### src/rtl/cmp_req_master_pkg.sv
`default_nettype none
// ============================================================================
//  Module      : cmp_req_pkg
//  Description : Shared types and constants for the comparator request
//                master: FSM state encoding, response result codes,
//                statistics counter width and the flag-to-code encoder.
//  Revision    : 1.0 - initial release
// ============================================================================
package cmp_req_pkg;

    typedef enum logic [1:0] {
        ST_IDLE  = 2'd0,
        ST_ISSUE = 2'd1,
        ST_WAIT  = 2'd2,
        ST_RESP  = 2'd3
    } state_t;

    localparam logic [1:0] RES_EQ  = 2'b00;
    localparam logic [1:0] RES_LT  = 2'b01;
    localparam logic [1:0] RES_GT  = 2'b10;
    localparam logic [1:0] RES_ERR = 2'b11;

    localparam int STAT_W = 16;

    // Only a clean one-hot flag set is trusted; anything else is an error.
    function automatic logic [1:0] encode_flags(input logic gt,
                                                input logic lt,
                                                input logic eq);
        logic [1:0] code;
        case ({gt, lt, eq})
            3'b100:  code = RES_GT;
            3'b010:  code = RES_LT;
            3'b001:  code = RES_EQ;
            default: code = RES_ERR;
        endcase
        return code;
    endfunction

endpackage
`default_nettype wire

### src/rtl/cmp_req_master_if.sv
`default_nettype none
// ============================================================================
//  Module      : cmp_req_master_if
//  Description : Bundles the request channel, the comparator start/done
//                interface and the response channel of the comparator
//                request master. "master" is the view of the request master
//                itself; "slave" is the view of its environment (host plus
//                comparator).
//  Revision    : 1.0 - initial release
// ============================================================================
interface cmp_req_master_if #(
    parameter int DATA_W = 16,
    parameter int TAG_W  = 4
);
    logic              req_valid;
    logic              req_ready;
    logic [DATA_W-1:0] req_a;
    logic [DATA_W-1:0] req_b;
    logic [TAG_W-1:0]  req_tag;

    logic              cmp_start;
    logic [DATA_W-1:0] cmp_ain;
    logic [DATA_W-1:0] cmp_bin;
    logic              cmp_greater;
    logic              cmp_less;
    logic              cmp_equal;
    logic              cmp_done;

    logic              rsp_valid;
    logic              rsp_ready;
    logic [1:0]        rsp_code;
    logic [TAG_W-1:0]  rsp_tag;

    modport master (
        input  req_valid, req_a, req_b, req_tag,
        input  cmp_greater, cmp_less, cmp_equal, cmp_done,
        input  rsp_ready,
        output req_ready, cmp_start, cmp_ain, cmp_bin,
        output rsp_valid, rsp_code, rsp_tag
    );

    modport slave (
        output req_valid, req_a, req_b, req_tag,
        output cmp_greater, cmp_less, cmp_equal, cmp_done,
        output rsp_ready,
        input  req_ready, cmp_start, cmp_ain, cmp_bin,
        input  rsp_valid, rsp_code, rsp_tag
    );

endinterface
`default_nettype wire

### src/rtl/cmp_req_master_sat_counter.sv
`default_nettype none
// ============================================================================
//  Module      : cmp_sat_counter
//  Description : Saturating up-counter with synchronous clear. Clear wins
//                over an increment in the same cycle; the count sticks at
//                all-ones.
//  Revision    : 1.0 - initial release
// ============================================================================
module cmp_sat_counter #(
    parameter int WIDTH = 16
) (
    input  wire logic             clk,
    input  wire logic             rst_n,
    input  wire logic             clr,
    input  wire logic             inc,
    output logic [WIDTH-1:0]      count
);

    // Count events, holding at the maximum value instead of wrapping.
    always_ff @(posedge clk or negedge rst_n) begin
        if (!rst_n) begin
            count <= '0;
        end else if (clr) begin
            count <= '0;
        end else if (inc && (count != {WIDTH{1'b1}})) begin
            count <= count + 1'b1;
        end
    end

endmodule
`default_nettype wire

### src/rtl/cmp_req_master.sv
`default_nettype none
// ============================================================================
//  Module      : cmp_req_master
//  Description : Initiator for the comparator start/done interface. Accepts
//                an operand pair plus tag, fires one start pulse, waits for
//                done (bounded by TIMEOUT cycles), encodes the result flags
//                into a 2-bit code and returns it with the tag.
//                Optional statistics counters are enabled by defining
//                CMP_REQ_STATS_EN.
//  Revision    : 1.0 - initial release
// ============================================================================
module cmp_req_master
    import cmp_req_pkg::*;
#(
    parameter int DATA_W  = 16,
    parameter int TAG_W   = 4,
    parameter int TIMEOUT = 8
) (
    input  wire logic           clk,
    input  wire logic           rst_n,
    cmp_req_master_if.master    bus,
    output logic                timeout_sticky
`ifdef CMP_REQ_STATS_EN
    ,
    input  wire logic           stat_clr,
    output logic [STAT_W-1:0]   stat_gt,
    output logic [STAT_W-1:0]   stat_lt,
    output logic [STAT_W-1:0]   stat_eq,
    output logic [STAT_W-1:0]   stat_err
`endif
);

    // TIMEOUT >= 2, so the counter is at least one bit wide.
    localparam int               CNT_W    = $clog2(TIMEOUT);
    localparam logic [CNT_W-1:0] CNT_LAST = CNT_W'(TIMEOUT - 1);

    state_t            state;
    state_t            state_nx;
    logic [CNT_W-1:0]  cnt;
    logic              start;
    logic [DATA_W-1:0] ain;
    logic [DATA_W-1:0] bin;
    logic [TAG_W-1:0]  tag;
    logic [1:0]        code;
    logic              sticky;

    logic              accept;
    logic              wait_done;
    logic              wait_expired;
    logic              wait_exit;
    logic [1:0]        code_nx;

    // State register.
    always_ff @(posedge clk or negedge rst_n) begin
        if (!rst_n) begin
            state <= ST_IDLE;
        end else begin
            state <= state_nx;
        end
    end

    // Next-state logic and the decoded events that drive the datapath.
    always_comb begin
        state_nx     = state;
        accept       = 1'b0;
        wait_done    = 1'b0;
        wait_expired = 1'b0;
        code_nx      = RES_ERR;
        case (state)
            ST_IDLE: begin
                if (bus.req_valid) begin
                    accept   = 1'b1;
                    state_nx = ST_ISSUE;
                end
            end
            ST_ISSUE: begin
                state_nx = ST_WAIT;
            end
            ST_WAIT: begin
                // Done takes priority over an expiring counter.
                if (bus.cmp_done) begin
                    wait_done = 1'b1;
                    code_nx   = encode_flags(bus.cmp_greater, bus.cmp_less,
                                             bus.cmp_equal);
                    state_nx  = ST_RESP;
                end else if (cnt == CNT_LAST) begin
                    wait_expired = 1'b1;
                    state_nx     = ST_RESP;
                end
            end
            ST_RESP: begin
                if (bus.rsp_ready) begin
                    state_nx = ST_IDLE;
                end
            end
            default: begin
                state_nx = ST_IDLE;
            end
        endcase
    end

    assign wait_exit = wait_done | wait_expired;

    // Datapath: operand/tag capture, start pulse, wait counter, result code.
    always_ff @(posedge clk or negedge rst_n) begin
        if (!rst_n) begin
            start  <= 1'b0;
            ain    <= '0;
            bin    <= '0;
            tag    <= '0;
            cnt    <= '0;
            code   <= RES_EQ;
            sticky <= 1'b0;
        end else begin
            // High only in the ISSUE cycle that follows acceptance.
            start <= accept;
            if (accept) begin
                ain <= bus.req_a;
                bin <= bus.req_b;
                tag <= bus.req_tag;
            end
            if (state == ST_ISSUE) begin
                cnt <= '0;
            end else if ((state == ST_WAIT) && !wait_exit) begin
                cnt <= cnt + 1'b1;
            end
            if (wait_exit) begin
                code <= code_nx;
            end
            if (wait_expired) begin
                sticky <= 1'b1;
            end
        end
    end

    assign bus.req_ready  = (state == ST_IDLE);
    assign bus.rsp_valid  = (state == ST_RESP);
    assign bus.cmp_start  = start;
    assign bus.cmp_ain    = ain;
    assign bus.cmp_bin    = bin;
    assign bus.rsp_code   = code;
    assign bus.rsp_tag    = tag;
    assign timeout_sticky = sticky;

`ifdef CMP_REQ_STATS_EN
    // One increment per RESP entry, steered by the code being latched.
    logic inc_gt;
    logic inc_lt;
    logic inc_eq;
    logic inc_err;

    assign inc_gt  = wait_exit && (code_nx == RES_GT);
    assign inc_lt  = wait_exit && (code_nx == RES_LT);
    assign inc_eq  = wait_exit && (code_nx == RES_EQ);
    assign inc_err = wait_exit && (code_nx == RES_ERR);

    cmp_sat_counter #(.WIDTH(STAT_W)) u_stat_gt (
        .clk   (clk),
        .rst_n (rst_n),
        .clr   (stat_clr),
        .inc   (inc_gt),
        .count (stat_gt)
    );

    cmp_sat_counter #(.WIDTH(STAT_W)) u_stat_lt (
        .clk   (clk),
        .rst_n (rst_n),
        .clr   (stat_clr),
        .inc   (inc_lt),
        .count (stat_lt)
    );

    cmp_sat_counter #(.WIDTH(STAT_W)) u_stat_eq (
        .clk   (clk),
        .rst_n (rst_n),
        .clr   (stat_clr),
        .inc   (inc_eq),
        .count (stat_eq)
    );

    cmp_sat_counter #(.WIDTH(STAT_W)) u_stat_err (
        .clk   (clk),
        .rst_n (rst_n),
        .clr   (stat_clr),
        .inc   (inc_err),
        .count (stat_err)
    );
`endif

endmodule
`default_nettype wire

### src/flat_wrapper.sv
// flat-port wrapper written by rule: the top's interface ports become plain ports
module cmp_req_master_flat import cmp_req_pkg::*;
#(
    parameter int DATA_W  = 16,
    parameter int TAG_W   = 4,
    parameter int TIMEOUT = 8
)
  (clk, rst_n, timeout_sticky, bus_req_valid, bus_req_a, bus_req_b, bus_req_tag, bus_cmp_greater, bus_cmp_less, bus_cmp_equal, bus_cmp_done, bus_rsp_ready, bus_req_ready, bus_cmp_start, bus_cmp_ain, bus_cmp_bin, bus_rsp_valid, bus_rsp_code, bus_rsp_tag);
  cmp_req_master_if #(.DATA_W(DATA_W), .TAG_W(TAG_W)) bus_i ();
  input  wire logic clk;
  input  wire logic rst_n;
  output logic timeout_sticky;
  input wire logic [$bits(bus_i.req_valid)-1:0] bus_req_valid;
  input wire logic [$bits(bus_i.req_a)-1:0] bus_req_a;
  input wire logic [$bits(bus_i.req_b)-1:0] bus_req_b;
  input wire logic [$bits(bus_i.req_tag)-1:0] bus_req_tag;
  input wire logic [$bits(bus_i.cmp_greater)-1:0] bus_cmp_greater;
  input wire logic [$bits(bus_i.cmp_less)-1:0] bus_cmp_less;
  input wire logic [$bits(bus_i.cmp_equal)-1:0] bus_cmp_equal;
  input wire logic [$bits(bus_i.cmp_done)-1:0] bus_cmp_done;
  input wire logic [$bits(bus_i.rsp_ready)-1:0] bus_rsp_ready;
  output wire logic [$bits(bus_i.req_ready)-1:0] bus_req_ready;
  output wire logic [$bits(bus_i.cmp_start)-1:0] bus_cmp_start;
  output wire logic [$bits(bus_i.cmp_ain)-1:0] bus_cmp_ain;
  output wire logic [$bits(bus_i.cmp_bin)-1:0] bus_cmp_bin;
  output wire logic [$bits(bus_i.rsp_valid)-1:0] bus_rsp_valid;
  output wire logic [$bits(bus_i.rsp_code)-1:0] bus_rsp_code;
  output wire logic [$bits(bus_i.rsp_tag)-1:0] bus_rsp_tag;
  assign bus_i.req_valid = bus_req_valid;
  assign bus_i.req_a = bus_req_a;
  assign bus_i.req_b = bus_req_b;
  assign bus_i.req_tag = bus_req_tag;
  assign bus_i.cmp_greater = bus_cmp_greater;
  assign bus_i.cmp_less = bus_cmp_less;
  assign bus_i.cmp_equal = bus_cmp_equal;
  assign bus_i.cmp_done = bus_cmp_done;
  assign bus_i.rsp_ready = bus_rsp_ready;
  assign bus_req_ready = bus_i.req_ready;
  assign bus_cmp_start = bus_i.cmp_start;
  assign bus_cmp_ain = bus_i.cmp_ain;
  assign bus_cmp_bin = bus_i.cmp_bin;
  assign bus_rsp_valid = bus_i.rsp_valid;
  assign bus_rsp_code = bus_i.rsp_code;
  assign bus_rsp_tag = bus_i.rsp_tag;
  cmp_req_master #(.DATA_W(DATA_W), .TAG_W(TAG_W), .TIMEOUT(TIMEOUT)) u_core (.clk(clk), .rst_n(rst_n), .bus(bus_i), .timeout_sticky(timeout_sticky));
endmodule
### config.mk
export PLATFORM = sky130hd
export DESIGN_NAME = cmp_req_master_flat
export DESIGN_NICKNAME = d
export VERILOG_FILES = /design/src/rtl/cmp_req_master_pkg.sv /design/src/rtl/cmp_req_master_if.sv /design/src/rtl/cmp_req_master_sat_counter.sv /design/src/rtl/cmp_req_master.sv /design/src/flat_wrapper.sv
export SDC_FILE = /design/constraint.sdc
export NUM_CORES = 1
export LEC_CHECK = 0
export ABC_CLOCK_PERIOD_IN_PS = 2200
export CORE_ASPECT_RATIO = 0.7
export CORE_MARGIN = 2
export CORE_UTILIZATION = 41
export CTS_CLUSTER_SIZE = 28
export DETAILED_ROUTE_END_ITERATION = 10
export PLACE_DENSITY = 0.8
export SLEW_MARGIN = 10
export SYNTH_ARGS = -nofsm -noshare
export SYNTH_HDL_FRONTEND = slang
export SYNTH_SLANG_ARGS = --single-unit
### constraint.sdc
create_clock -name clk -period 2.2 [get_ports clk]
set_input_delay 0.44 -clock clk [delete_from_list [all_inputs] [get_ports clk]]
set_output_delay 0.44 -clock clk [all_outputs]
set_load 0.03 [all_outputs]
======== After elaboration in Yosys (flattened, before gate mapping) ========
Index checks and enable logic that the tools add are counted.
word-level totals
  output and inout port bits .............. 42
  word-level logic and storage cells ...... 42
  register bits ........................... 45
  input bits .............................. 44
operators by class
  reductions and logical operators ........ 5
  bitwise gates (word level) .............. 1
  equal/unequal tests ..................... 10
  muxes and demuxes ....................... 17
  add/sub/neg operators ................... 1
operators with widths
  cell                   count
  $mux W2                6
  $pmux W2 S4            1
  $mux W1                7
  $eq A3 B3 Y1 const B   2
  $mux W3                2
  $pmux W2 S3            1
  $eq A2 B2 Y1 const B   2
  $ne A2 B2 Y1 const B   2
  $add A3 B1 Y3 const B  1
  $eq A3 B1 Y1 const B   1
  $eq A3 B2 Y1 const B   1
  $ne A3 B2 Y1 const B   1
  $reduce_and A3 Y1      1
  $eq A2 B1 Y1 const B   1
  $logic_not A2 Y1       1
  $reduce_bool A2 Y1     1
  $logic_and A1 B1 Y1    1
  $logic_not A1 Y1       1
  $or A1 B1 Y1           1

======== Depth between registers and ports, before layout ========
  depth after elaboration ................. 9
  depth in mapped cells ................... 5
  mapped depth without buffers ............ 5

======== Worst setup path after synthesis ========
OpenSTA, ideal clock, no wires.
  path type ............................... flip-flop to flip-flop
  from .................................... register u_core.state[0]
  to ...................................... register u_core.ain[0], in the netlist u_core.bus.cmp_ain[0]
  stages on the path, launching flop included .. 6
  path buffers ............................ 1
  required time ........................... 2075 ps
  library setup time ...................... 125 ps
  clock period less this slack ............ 1701 ps
  slack ................................... 499 ps
  data arrival time ....................... 1577 ps
  path through ............................ dfrtp_1 inv_1 ha_1 nand2_2 buf_6 mux2_2
on the way
  word-level cells in the longest chain between the ends .. 2
RTL lines
  element                 line                   RTL
  from (decl)             cmp_req_master.sv:37   state_t state;
  from (signal assigned)  cmp_req_master.sv:58   state <= state_nx;
  $logic_not A2 Y1        --
  net bus_req_ready       flat_wrapper.sv:22     output wire logic [$bits(bus_i.req_ready)-1:0] bus_req_ready;
  $mux W1                 cmp_req_master.sv:69   case (state)
  to (signal assigned)    cmp_req_master.sv:118  ain <= bus.req_a;
  to (decl)               cmp_req_master.sv:41   logic [DATA_W-1:0] ain;
The timed path passes the listed nets, and every way through them passes these cells.
A chain may end at the register's enable or synchronous reset.

======== Worst setup path in the final report ========
  from .................................... register u_core.state[0]
  to ...................................... output bus_rsp_valid
on the way
  word-level cells in the longest chain between the ends .. 1
RTL lines
  element       line                   RTL
  $eq A2 B2 Y1  cmp_req_master.sv:137  assign bus.rsp_valid = (state == ST_RESP);
  to (decl)     flat_wrapper.sv:26     output wire logic [$bits(bus_i.rsp_valid)-1:0] bus_rsp_valid;
No other way between the ends.

==> flow_summary.ini <==
[run_status]
status = completed

[floorplan]
boundaryPins = 86
num_rows = 20
start_util_pct = 42.7
core-area_um2 = 4330
die_y_um = 60.2
die_x_um = 84.2
design.die.area_um2 = 5070

[grt]
grt_max_degree = 35
grt_pass1_wl_um = 6360
grt_overflow = 0
grt_pass1_vias = 1350
track_usage_pct = 16.5
antenna_found_initial = 0

[route]
wl_met1_um = 1660
via_per_inst = 4.74
highest_layer = met4
finalWirelength_um = 3840
antenna_left = 0
wl_per_cell_um = 14.5
drc = 0
vias = 1256
drtIter0Drc = 24
drtPass1Iterations = 4
wl_met2_um = 1750
dr_wl_met3_um = 388

[layout]
nNetsFinal = 260
syn2layout_area_growth_pct = 55.4
nFillCells = 330
drive_above_1_share_pct = 24.8
antenna_cells = 0

[worst_setup_path]
cp_max_fo = 4
cp-start-kind = flop
end_kind = output port
cp.required_ns = 1.76
crit_arrival_ns = 1.64
critPathKind = reg2out

[synth]
synthAdderAreaFrac_pct = 4.74
syn-mean-instance-area_um2 = 15.8
synth_top_family_by_area = multiplexers
synth-simple-area-share_pct = 2.57
yosys_warnings = 0
muxShareOfSynthArea_pct = 23.8
synth_xor_area_share_pct = 1.42
syn-num-nets = 168
postSynthCellCount = 117
yosys_register_bits = 45
synth_cell_types = 18
synth_compound_area_share_pct = 3.59
syn_area_um2 = 1850
synth-seq-area-share_pct = 61.0

[clock_network]
cts_buffers = 5
clock_latency_ns = 0.29
cts_tree = done
clkTransAtPathRegs_ns = 0.08
clockBufferDepth = 2
cts.sinks = 45
root_buffer = clkbuf_8
h-tree-depth = 2
postCtsSetupBuffers = 0

[placed_design]
numPortBuffers = 85
dp_hpwl_um = 2950
gp_congestion = 0.751
place_ws_ns = 0.265

[sta]
worst_pin_slew_ns = 0.758
relSlewSlack_pct = 49.5
hold_viol = 0
tns_ns = 0
maxSlewViolCount = 0
post-route-min-period_ns = 2.08
fin_skew_ns = 0.00675
fmax_mhz = 480
rsz0062_at_grt = no
setup_violations = 0
setup_ws_ns = 0.116
finalCritPeriodShare_pct = 94.7

[power]
p_leak_nw = 1.24
seqPwrFrac_pct = 32.0
ir_drop_v = 0.000842
internal_power_mw = 2.77
pwr-share-comb_pct = 53.9
power.switching_mw = 1.75
p_per_area_nw_per_um2 = 1580
clockPowerShare_pct = 14.1
swShare_pct = 38.7

[worst_hold_path]
hold_path_class = in2async

[flow_run]
maxCapViolations = 0
worst max-delay path, stage by stage, from the launching register on:
cell             delay (ns)
dfrtp_1                0.41
ha_1                   0.24
clkdlybuf4s50_1        0.69
routing by layer:
layer | vias to the layer above | track usage [%]
met3 | 6 | 6.63
met4 | 0 | 6.22
met1 | 603 | 20.0
met2 | 59 | 27.1
li1 | 588 | -
met5 | - | 0
flip-flops by register name, summed over array words and instances, names as in the netlist:
register               count
u_core.bus.cmp_ain        16
u_core.bus.cmp_bin        16
u_core.bus.rsp_tag         4
u_core.cnt                 3
u_core.bus.rsp_code        2
u_core.state               2
u_core.bus.cmp_start       1
u_core.timeout_sticky      1
path summary, 6_finish.rpt:
| check | startpoint | to | slack [ns] | cells past startpoint |
|---|---|---|---|---|
| min in group clk | u_core.timeout_sticky | u_core.timeout_sticky | 0.48 | 1 |
| worst min-delay path | rst_n | u_core.bus.rsp_code[1] | 0.21 | 1 |
| worst min register to register | u_core.timeout_sticky | u_core.timeout_sticky | 0.48 | 1 |
| max in group asynchronous | rst_n | u_core.bus.cmp_ain[3] | 1.34 | 2 |
| worst max register to register | u_core.cnt[0] | u_core.state[1] | 0.50 | 5 |
| worst max-delay path | u_core.state[0] | bus_rsp_valid | 0.12 | 2 |
timing repair:
action / CTS / global route
endpoints found under the setup margin: 1 / 0
resized for setup: 1 / 0
hold buffers: 0 / 0
layout by cell type, fill, tap and decap left out, types with 3 or more instances in the layout:
cell / netlist / routed
inv_1: 5 / 5
buf_4: 0 / 3
clkbuf_8: 0 / 6
xnor2_1: 3 / 3
clkdlybuf4s50_1: 0 / 83
dfrtp_1: 45 / 45
mux2_2: 36 / 36
nor2_1: 4 / 4
ha_1: 7 / 7
logic make-up after synthesis:
group                      Yosys count
DFF                                 45
and+or+nand+nor                      8
xor gates and xnor gates             3
buffers and inverters                8
adders and majority gates            7
AOI/OAI and AO/OA                    7
muxes                               39
final cells by class:
class / instances / area (um^2) / share of cell area (%)
Inverter: 5 / 18.8 / 0.654
Clock inverter: 2 / 37.5 / 1.31
Multi-Input combinational cell: 64 / 668 / 23.3
Clock buffer: 6 / 82.6 / 2.88
Timing Repair Buffer: 88 / 867 / 30.2
Sequential cell: 45 / 1130 / 39.2
Tap cell: 55 / 68.8 / 2.40
Yosys cell counts (all sizes together):
master / count / share of area [%]
dfrtp: 45 / 61
mux2: 37 / 23
ha: 7 / 4.7
inv: 5 / 1.0
nor2: 4 / 0.81
buf: 3 / 1.8
nand2: 3 / 0.75
xnor2: 3 / 1.4
mux2i: 2 / 1.1
o32a: 2 / 1.1
a221oi: 1 / 0.81
a22oi: 1 / 0.41
a2bb2oi: 1 / 0.47
nor3b: 1 / 1.0
o21a: 1 / 0.41
o21bai: 1 / 0.41
power by group through the flow:
stage	clock network (mW)	logic (mW)	registers [mW]
global route	0.698	2.58	1.50
floorplan	0	0.755	2.16
CTS	0.656	2.47	1.45
global placement	0	2.41	1.42
finish	0.639	2.44	1.44
detailed placement	0	2.47	1.46
per-stage QoR:
stage                     cells  utilization (%)  cell area (um^2)  hold slack, ns  power [mW]
after detailed placement    257             63.5              2750           0.465        3.93
after CTS                   265             66.3              2870           0.229        4.58
after global placement      257             63.5              2750           0.468        3.83
after global routing        265             66.3              2870           0.262        4.77
after floorplan             117                -              1850           0.144        2.91
final                       265             66.3              2870           0.213        4.52
Power figures use the tool's default switching activity.
